==> src/rtl/gcd_pkg.sv <==
// Shared types and constants for the GCD scheduler slice.
package gcd_pkg;

    localparam int unsigned GCD_W = 16;

    typedef enum logic [1:0] {
        IDLE = 2'd0,
        LOAD = 2'd1,
        RUN  = 2'd2,
        DONE = 2'd3
    } gcd_state_t;

endpackage

==> src/rtl/gcd_core.sv <==
// Subtractive GCD engine: loads on ini, then subtracts the smaller register
// from the larger every cycle until both are equal (fin). The datapath has no
// reset because its controller always loads it before reading it.
module gcd_core
    import gcd_pkg::*;
#(
    parameter int unsigned W = GCD_W
) (
    input  logic         clk,
    input  logic         ini,
    input  logic [W-1:0] x,
    input  logic [W-1:0] y,
    output logic [W-1:0] o,
    output logic         fin
);

    logic [W-1:0] a;
    logic [W-1:0] b;

    // Load operands or take one subtraction step.
    always_ff @(posedge clk) begin
        if (ini) begin
            a <= x;
            b <= y;
        end else if (a > b) begin
            a <= a - b;
        end else if (b > a) begin
            b <= b - a;
        end
    end

    assign o   = a;
    assign fin = (a == b);

endmodule

==> src/rtl/gcd_scheduler.sv <==
// Round-robin scheduler sharing one gcd_core among N_REQ requesters.
// Optional iteration timeout: define GCD_TIMEOUT_EN.
module gcd_scheduler
    import gcd_pkg::*;
#(
    parameter int unsigned N_REQ      = 4,
    parameter int unsigned W          = GCD_W,
    parameter int unsigned MAX_CYCLES = 65535
) (
    input  logic                            clk,
    input  logic                            rst_n,
    input  logic [N_REQ-1:0]                req_valid,
    output logic [N_REQ-1:0]                req_ready,
    input  logic [N_REQ-1:0][W-1:0]         req_x,
    input  logic [N_REQ-1:0][W-1:0]         req_y,
    output logic                            rsp_valid,
    input  logic                            rsp_ready,
    output logic [$clog2(N_REQ)-1:0]        rsp_id,
    output logic [W-1:0]                    rsp_gcd,
    output logic                            rsp_err
);

    localparam int unsigned IW = $clog2(N_REQ);

    gcd_state_t   state;
    gcd_state_t   state_next;
    logic [IW-1:0] ptr;
    logic [IW-1:0] grant_idx;
    logic          found;
    logic          accept;
    logic          zero_in;
    logic [W-1:0]  grant_x;
    logic [W-1:0]  grant_y;
    logic [W-1:0]  op_x;
    logic [W-1:0]  op_y;
    logic          core_ini;
    logic [W-1:0]  core_o;
    logic          core_fin;
    logic          timeout;

    gcd_core #(.W(W)) u_core (
        .clk (clk),
        .ini (core_ini),
        .x   (op_x),
        .y   (op_y),
        .o   (core_o),
        .fin (core_fin)
    );

    // Round-robin search starting one past the last winner.
    always_comb begin
        found     = 1'b0;
        grant_idx = '0;
        for (int unsigned i = 1; i <= N_REQ; i++) begin
            logic [IW-1:0] cand;
            cand = IW'((32'(ptr) + i) % N_REQ);
            if (!found && req_valid[cand]) begin
                found     = 1'b1;
                grant_idx = cand;
            end
        end
    end

    assign grant_x = req_x[grant_idx];
    assign grant_y = req_y[grant_idx];
    assign zero_in = (grant_x == '0) || (grant_y == '0);
    assign accept  = (state == IDLE) && found;

    // State register.
    always_ff @(posedge clk or negedge rst_n) begin
        if (!rst_n) begin
            state <= IDLE;
        end else begin
            state <= state_next;
        end
    end

    // Next-state logic; zero operands skip the engine entirely.
    always_comb begin
        state_next = state;
        unique case (state)
            IDLE: if (found) state_next = zero_in ? DONE : LOAD;
            LOAD: state_next = RUN;
            RUN:  if (core_fin || timeout) state_next = DONE;
            DONE: if (rsp_ready) state_next = IDLE;
            default: state_next = IDLE;
        endcase
    end

    // Grant and engine-load decode.
    always_comb begin
        req_ready = '0;
        core_ini  = 1'b0;
        if (accept) begin
            req_ready[grant_idx] = 1'b1;
        end
        if (state == LOAD) begin
            core_ini = 1'b1;
        end
    end

    // Capture registers and registered response.
    always_ff @(posedge clk or negedge rst_n) begin
        if (!rst_n) begin
            ptr       <= IW'(N_REQ - 1);
            op_x      <= '0;
            op_y      <= '0;
            rsp_valid <= 1'b0;
            rsp_id    <= '0;
            rsp_gcd   <= '0;
        end else begin
            rsp_valid <= (state_next == DONE);
            if (accept) begin
                ptr    <= grant_idx;
                rsp_id <= grant_idx;
                op_x   <= grant_x;
                op_y   <= grant_y;
                if (zero_in) begin
                    rsp_gcd <= grant_x | grant_y;
                end
            end else if (state == RUN) begin
                if (core_fin) begin
                    rsp_gcd <= core_o;
                end else if (timeout) begin
                    rsp_gcd <= '0;
                end
            end
        end
    end

`ifdef GCD_TIMEOUT_EN
    localparam int unsigned CW = $clog2(MAX_CYCLES + 1);

    logic [CW-1:0] run_cnt;

    // fin on the limit cycle takes priority over the timeout.
    assign timeout = (state == RUN) && !core_fin && (run_cnt == CW'(MAX_CYCLES - 1));

    // Iteration counter: cleared in LOAD, counts RUN cycles.
    always_ff @(posedge clk or negedge rst_n) begin
        if (!rst_n) begin
            run_cnt <= '0;
        end else if (state == LOAD) begin
            run_cnt <= '0;
        end else if (state == RUN) begin
            run_cnt <= run_cnt + CW'(1);
        end
    end

    // Error flag for aborted results.
    always_ff @(posedge clk or negedge rst_n) begin
        if (!rst_n) begin
            rsp_err <= 1'b0;
        end else if (accept) begin
            rsp_err <= 1'b0;
        end else if (state == RUN) begin
            if (core_fin) begin
                rsp_err <= 1'b0;
            end else if (timeout) begin
                rsp_err <= 1'b1;
            end
        end
    end
`else
    logic unused_cfg;

    assign unused_cfg = ^32'(MAX_CYCLES);
    assign timeout    = 1'b0;
    assign rsp_err    = 1'b0;
`endif

endmodule

==> config.mk <==
export PLATFORM = sky130hd
export DESIGN_NAME = gcd_scheduler
export DESIGN_NICKNAME = d
export VERILOG_FILES = /design/src/rtl/gcd_pkg.sv /design/src/rtl/gcd_core.sv /design/src/rtl/gcd_scheduler.sv
export SDC_FILE = /design/constraint.sdc
export NUM_CORES = 1
export LEC_CHECK = 0
export CAP_MARGIN = 15
export CORE_UTILIZATION = 30
export CTS_BUF_LIST = sky130_fd_sc_hd__clkbuf_4 sky130_fd_sc_hd__clkbuf_8
export DETAILED_ROUTE_END_ITERATION = 16
export PLACE_DENSITY_LB_ADDON = 0.2
export RECOVER_POWER = 100
export SLEW_MARGIN = 25
export SYNTH_ARGS = -nofsm -noshare
export SYNTH_HDL_FRONTEND = slang
export SYNTH_SLANG_ARGS = --single-unit
export TNS_END_PERCENT = 50
==> constraint.sdc <==
create_clock -name clk -period 3.5 [get_ports clk]
set_input_delay 0.7 -clock clk [delete_from_list [all_inputs] [get_ports clk]]
set_output_delay 0.7 -clock clk [all_outputs]
set_load 0.01 [all_outputs]
==> impl_results.md, run 1 <==
- DRT antenna net count: 0
- CTS tree: done
- CTS buffer count: 9
- Worst Hold Launch: op_y[15]$_DFFE_PN0P_
- Slew HR: 0.1224
- Vias in the first global route: 6698
- Most common cell in the netlist: inv_1
- DR pass1 iterations: 5
- R2R setup slack: 0.34 ns
- RR Endpoint: u_core.b[5]$_DFFE_PP_
- Final non-filler cell total: 1339
- DR vias/cell: 5.191
- Max capacitance violation total: 0
- Fin Hold WS: 0.4923 ns
- Gr ovfl total: 0
- H-tree depth: 3
- Met2 Routed Length: 10840 microns
- Synth top cells by count: 101 x inv_1, 70 x a31oi_1, 61 x a211oi_1
- Residual DRC: 0
- Initial drt markers: 345
- Highest metal used: met4
- CP Buf/Inv Count: 4
- Die height: 153.6 microns
- Clk buf depth: 2
- VDD IR max: 0.3968 mV
- FF+latch count, synth: 87
- Initial antenna violation count: 0
- Layout cells sized above 1: 0.1765
- Routed WL: 23610 microns
- WS Path Type: in2reg
- Worst r2r src: u_core.o[2]$_DFFE_PP_
- Starting Density: 0.3053
- Total GRT Usage: 0.2002
- Hold crit path type: reg2reg
- Asr flop ratio synth: 0.6322
- DR WL met3: 1529 microns
- Worst setup SP type: primary input
- Synth top area share: 0.1925
- Dpl ws: -0.4758 ns
- Top cells by area, synth: dfrtp_1 19%, edfxtp_1 14%, a211oi_1 6.6%
- Die span in x: 153.6 microns
- CP most frequent cell: buf_12
- I/O Pins: 159
- Crit Path Max Fanout: 37
- DRT met1 WL: 10890 microns
- Clock latency on the worst-skew pair: 0.37 ns
- Endpoints failing setup: 0
- Routability congestion estimate: 0.8480
- Synthesized area per cell: 8.164 sq um
- Final period utilization: 0.9659
- Final instance area: 9869 sq um
- Slew @ Worst Pin: 1.316 ns
- Hold Path Sink: op_y[15]$_DFFE_PN0P_
- CTS clk-pin slew, worst paths: 0.09 ns
- Clock Tree Root: clkbuf_8
- Distinct cell type count of the synthesized netlist: 53
- Static leakage: 4.434 nW
- Core Box Area: 22570 sq um
- Crit path time final: 3.381 ns
- FP Rows: 55
- Post-Synthesis Cells: 844
- Placed Instances: 1313
- Max Clock Skew: 0.01053 ns
- Crit-path cells: clkdlybuf4s50_1, nand2b_1, or2_2, and3_4, buf_12, buf_4, a211oi_1, o22ai_1, nor4_1, a22o_1, and2_4, buf_12, o31a_1
- Largest net degree at the start of global routing: 84
- Fmax: 295.8 MHz
- CP required: 3.80 ns
- Area leader, netlist: dfrtp_1
- Die area: 23580 sq um
- Hold Vio Cnt, Final: 0
- Dpl cell area: 9341 sq um
- Post-synthesis sequential area ratio: 0.3396
- Antenna Cells: 0
- CP top delay family: buffers and inverters
- Cells on worst reg2reg path: 12
- Power Density: 970.8 nW/um^2
- Worst setup EP type: flop
- Crit-path slowest cell: clkdlybuf4s50_1
- Area Overhead vs Synth: 43.24%
- CTS sink cnt: 87
- Final worst slack: 0.1193 ns
- Status: finished, final reports clean
- First-pass GRT wire length: 36890 microns
- Mapped cell area: 6890 sq um
- Routed length per placed instance: 17.64 microns
- Hold_buf cts: 0
- Max incr delay on CP: 0.56 ns
- Total number of vias: 6951
- Hold depth: 2
- Synth Flop Type: dfrtp_1
- IO buf count: 157
- Layout Nets: 1218
- Syn_nets: 1013
- Post-synth EDFFs: 32
- CP arrival: 3.68 ns
- Max-slew violation count: 0
- Synth Warn #: 0
- Hpwl dp: 18470 microns
-- routing by layer --
layer,GRT usage,up-vias
li1,-,3461
met1,0.2777,3196
met2,0.3175,271
met3,0.03269,23
met4,0.06238,0
met5,0,-
-- worst max path at each step --
stage                                      from                 endpoint  slack [ns]  cells past startpoint
after CTS                          req_valid[0]      rsp_valid$_DFF_PN0_        0.01                     14
after global placement             req_valid[0]      rsp_valid$_DFF_PN0_       -0.42                     14
after floorplan           u_core.o[0]$_DFFE_PP_    u_core.o[0]$_DFFE_PP_        0.01                     12
after detailed placement           req_valid[0]      rsp_valid$_DFF_PN0_       -0.48                     14
after global routing               req_valid[1]   rsp_gcd[8]$_DFFE_PN0P_      -0.006                     13
final                              req_valid[1]  rsp_gcd[13]$_DFFE_PN0P_        0.12                     13
-- worst reg2reg max path, cell delays in order, from the launching register on --
cell	delay (ns)
edfxtp_1	0.41
inv_1	0.13
ha_1	0.33
nor2b_1	0.17
o21ai_0	0.16
nand2b_1	0.12
a21o_1	0.20
a21o_1	0.21
a221oi_1	0.25
o21ai_0	0.22
a221oi_2	0.30
a21o_1	0.21
buf_12	0.17
-- stage by stage --
step / util / total power, W / TNS (ns)
2_1_floorplan: - / 0.006250 / 0
3_3_place_gp: 0.4139 / 0.008448 / -7.923
3_5_place_dp: 0.4139 / 0.008484 / -8.716
4_1_cts: 0.4296 / 0.009460 / 0
5_1_grt: 0.4373 / 0.01037 / -0.01083
6_report: 0.4373 / 0.009581 / 0
-- final cells by class --
class                           instances  area (sq um)
Inverter                              101         379.1
Multi-Input combinational cell        585          4028
Clock buffer                            9         123.9
Sequential cell                        87          2340
Fill cell                            2265         12700
Timing Repair Buffer                  265          2536
Tap cell                              285         356.6
Clock inverter                          7         106.4
-- registers in the layout, indices dropped and copies added, names as in the netlist --
signal,cells
u_core.b,16
rsp_valid,1
ptr,2
state,2
rsp_gcd,16
op_x,16
rsp_id,2
u_core.o,16
op_y,16
-- timing repair --
item	CTS	global route
cloned	2	0
resized for setup	17	31
pin swaps	0	13
endpoints found under the setup margin	22	24
endpoints found under the hold margin	0	0
setup buffers	0	8
-- logic make-up after synthesis --
logic type | Yosys count | share of synthesized area
xor gates and xnor gates | 26 | 0.03305
DFF | 87 | 0.3396
and+or+nand+nor | 180 | 0.1229
buffers and inverters | 172 | 0.1062
other | 1 | 0.0005442
adders and majority gates | 34 | 0.06392
AOI/OAI and AO/OA | 342 | 0.3309
muxes | 2 | 0.002906
-- placed cells by master, fill, tap and decap left out, types with 3 or more instances in the layout --
master,n
edfxtp_1,32
a21oi_1,41
buf_12,10
a22oi_1,16
o21ai_0,49
or2_2,18
buf_6,3
clkbuf_1,6
a211oi_2,33
and2_1,3
o22ai_1,20
a21o_1,24
dfrtp_1,53
nor2_1,51
nand2b_1,10
nor3_1,9
o31ai_1,17
inv_1,101
clkdlybuf4s50_1,132
buf_4,86
clkbuf_8,9
a211oi_1,31
nand2_1,59
o21a_1,5
and3_1,4
o31a_1,16
nor2b_1,7
a221oi_1,3
a31oi_1,70
o21bai_1,4
dlygate4sd3_1,19
dlygate4sd2_1,4
xor2_1,11
xnor2_1,15
ha_1,32
-- power breakdown --
part	leakage, nW	switching [W]	total, W	internal [W]
combinational	3.31	0.00369	0.00662	0.00294
clock	0.113	0.000404	0.000815	0.000411
sequential	1.01	0.000290	0.00214	0.00185
total	4.43	0.00438	0.00958	0.00520
Power figures use the tool's default switching activity.
==> run 2, diff against run 1 <==
--- a/config.mk
+++ b/config.mk
@@ -5,6 +5,7 @@
 export SDC_FILE = /design/constraint.sdc
 export NUM_CORES = 1
 export LEC_CHECK = 0
+export ABC_AREA = 1
 export CAP_MARGIN = 15
 export CORE_UTILIZATION = 30
 export CTS_BUF_LIST = sky130_fd_sc_hd__clkbuf_4 sky130_fd_sc_hd__clkbuf_8
==> run 2 against run 1 <==
Highest routed layer unchanged. Critical path type is now in2out. Global-route usage is 0.48 points higher. Final area is 5.4% lower. Clock skew grew 0.0038 ns. Synthesized cell count grew 28%. The run now ends with capacitance limit, slew limit left.
==> impl_results.md, run 2 <==
- Status: complete, but fails checks (was finished, final reports clean)
- Violated checks: capacitance limit, slew limit
- Layout cells sized above 1: 0.07008 (was 0.1765)
- CP Buf/Inv Count: 2 (was 4)
- CP top delay family: buffers and inverters (unchanged)
- FF+latch count, synth: 87 (unchanged)
- Starting Density: 0.3068 (was 0.3053)
- DR vias/cell: 4.654 (was 5.191)
- Most common cell after layout, fill and taps aside: nand2_1 (was clkdlybuf4s50_1)
- Max incr delay on CP: 0.54 ns (was 0.56 ns)
- Top cells by area, synth: nand2_1 26%, dfrtp_1 19%, edfxtp_1 14% (was dfrtp_1 19%, edfxtp_1 14%, a211oi_1 6.6%)
- Most frequent cells in the layout: 473 x nand2_1, 134 x clkdlybuf4s50_1, 124 x inv_1 (was 132 x clkdlybuf4s50_1, 101 x inv_1, 86 x buf_4)
- CP required: 2.80 ns (was 3.80 ns)
- Clock Tree Root: clkbuf_8 (unchanged)
- Hold_buf cts: 0 (unchanged)
- Mapped cell area: 6947 sq um (was 6890 sq um)
- Worst setup EP type: output port (was flop)
- Fill cells: 2453 (was 2265)
- Most common cell in the netlist: nand2_1 (was inv_1)
- Worst setup SP type: primary input (unchanged)
- Crit path time final: 3.442 ns (was 3.381 ns)
- Layout Nets: 1434 (was 1218)
- Cells on worst reg2reg path: 22 (was 12)
- Area Overhead vs Synth: 34.38% (was 43.24%)
- Fin util: 0.4123 (was 0.4373)
- Vias in the first global route: 7185 (was 6698)
- RSZ-0062 raised after global routing: true
- Hold crit path type: reg2reg (unchanged)
- Largest net degree at the start of global routing: 77 (was 84)
- Total number of vias: 7242 (was 6951)
- Asr flop ratio synth: 0.6322 (unchanged)
- R2R setup slack: 0.39 ns (was 0.34 ns)
- Residual DRC: 0 (unchanged)
- Die height: 154.2 microns (was 153.6 microns)
- Max-slew violation count: 80 (was 0)
- Area leader, netlist: nand2_1 (was dfrtp_1)
- Post-synthesis sequential area ratio: 0.3368 (was 0.3396)
- CTS sink cnt: 87 (unchanged)
- Synth top cells by count: 474 x nand2_1, 124 x inv_1, 81 x o21ai_0 (was 101 x inv_1, 70 x a31oi_1, 61 x a211oi_1)
- Die area: 23770 sq um (was 23580 sq um)
- DR pass1 iterations: 5 (unchanged)
- CP arrival: 2.74 ns (was 3.68 ns)
- Post-synth EDFFs: 32 (unchanged)
- Hold Vio Cnt, Final: 0 (unchanged)
- WS Path Type: in2out (was in2reg)
- Synth Warn #: 0 (unchanged)
- First-pass GRT wire length: 37950 microns (was 36890 microns)
- Total GRT Usage: 0.2050 (was 0.2002)
- Levels on crit path: 10 (was 13)
- Slew @ Worst Pin: 1.815 ns (was 1.316 ns)
- Crit-path slowest cell: clkdlybuf4s50_1 (unchanged)
- Slew HR: -0.2098 (was 0.1224)
- Crit-path cells: clkdlybuf4s50_1, nand2_1, nand3_1, o21ai_1, o21ai_0, nand2_1, a21oi_2, nand2_2, nor2_1, clkdlybuf4s50_1 (was clkdlybuf4s50_1, nand2b_1, or2_2, and3_4, buf_12, buf_4, a211oi_1, o22ai_1, nor4_1, a22o_1, and2_4, buf_12, o31a_1)
- Die span in x: 154.2 microns (was 153.6 microns)
- CTS clk-pin slew, worst paths: 0.09 ns (about the same)
- Clk buf depth: 2 (unchanged)
- Initial drt markers: 466 (was 345)
- Max capacitance violation total: 2 (was 0)
- IO buf count: 157 (unchanged)
- Post-Synthesis Cells: 1080 (was 844)
- Gr ovfl total: 0 (unchanged)
- Endpoints failing setup: 0 (unchanged)
- Crit Path Max Fanout: 3 (was 37)
- Final period utilization: 0.9833 (was 0.9659)
- Routed length per placed instance: 15.28 microns (was 17.64 microns)
- Fmax: 290.6 MHz (was 295.8 MHz)
- Synth Flop Type: dfrtp_1 (unchanged)
- I/O Pins: 159 (unchanged)
- Clock latency on the worst-skew pair: 0.38 ns (was 0.37 ns)
- Initial antenna violation count: 1 (was 0)
- Syn_nets: 1249 (was 1013)
- Hpwl dp: 19220 microns (was 18470 microns)
- H-tree depth: 3 (unchanged)
- Routed WL: 23780 microns (was 23610 microns)
- Distinct cell type count of the synthesized netlist: 41 (was 53)
- Max Clock Skew: 0.01428 ns (was 0.01053 ns)
- Core Box Area: 22640 sq um (was 22570 sq um)
- DRT antenna net count: 0 (unchanged)
- Hold depth: 2 (unchanged)
- Synthesized area per cell: 6.432 sq um (was 8.164 sq um)
- CTS buffer count: 9 (unchanged)
- Routability congestion estimate: 0.8650 (was 0.8480)
- Synth top area share: 0.2561 (was 0.1925)
- CTS tree: done (unchanged)
- FP Rows: 55 (unchanged)
-- run 2: area by class of cell --
class	instances	area [sq um]	area share
tap	285	356.6	0.03820
timing repair buffer	222	2079	0.2228
multi-input combinational	815	3859	0.4133
clock buffer	10	131.4	0.01407
inverter	130	490.5	0.05254
sequential	87	2340	0.2506
clock inverter	6	76.32	0.008176
antenna	1	2.502	0.0002681
-- run 2: per-layer routing --
layer | global-route usage | vias up | share of wire
met3 | 0.03166 | 26 | 0.057
met5 | 0 | - | 0
met1 | 0.2767 | 3224 | 0.47
li1 | - | 3770 | -
met2 | 0.3420 | 222 | 0.46
met4 | 0.05143 | 0 | 0.015
-- run 2: tightest hold or removal path: stages, from the launching register on --
cell and delay (ns):
dfrtp_1 0.36, nand2_1 0.05, nand2_1 0.05
-- run 2: worst paths after layout --
kind,from,to
max in group asynchronous,rst_n,rsp_id[1]$_DFFE_PN0P_
min in group asynchronous,rst_n,rsp_gcd[8]$_DFFE_PN0P_
worst max-delay path,req_valid[1],req_ready[3]
worst max register to register,ptr[0]$_DFFE_PN1P_,rsp_gcd[3]$_DFFE_PN0P_
worst min-delay path,op_x[12]$_DFFE_PN0P_,op_x[12]$_DFFE_PN0P_
worst min register to register,op_x[12]$_DFFE_PN0P_,op_x[12]$_DFFE_PN0P_
-- run 2: through the flow --
stage / hold slack (ns) / cells / setup TNS, ns / instance area, sq um / setup WS, ns
6_report: 0.4884 / 1556 / 0 / 9335 / 0.05832
5_1_grt: 0.5059 / 1556 / -0.3732 / 9335 / -0.09992
4_1_cts: 0.2812 / 1554 / 0 / 9387 / 0.0008407
3_5_place_dp: 0.4680 / 1538 / -0.1830 / 9173 / -0.09205
3_3_place_gp: 0.4638 / 1538 / -0.08126 / 9173 / -0.06281
2_1_floorplan: 0.4044 / 1080 / 0 / 6947 / 0.2880
-- run 2: repair_timing --
| item | in CTS | in global routing |
|---|---|---|
| buffers inserted | 0 | 1 |
| resized for setup | 3 | 2 |
| setup endpoints to repair | 2 | 3 |
| pin swaps | 0 | 1 |
-- run 2: cell families (layout without fill, tap and decap cells) --
group / count (synthesis) / count (layout) / share of synthesized area
and+or+nand+nor: 606 / 606 / 0.3492
buffers and inverters: 178 / 368 / 0.1079
AOI/OAI and AO/OA: 157 / 157 / 0.1207
DFF: 87 / 87 / 0.3368
adders and majority gates: 34 / 34 / 0.06340
xor gates and xnor gates: 17 / 17 / 0.02143
other: 1 / 2 / 0.0005398
Power of run 2 is not shown: default switching activity piles up to over one toggle a cycle in this logic, so the estimate is an artifact.
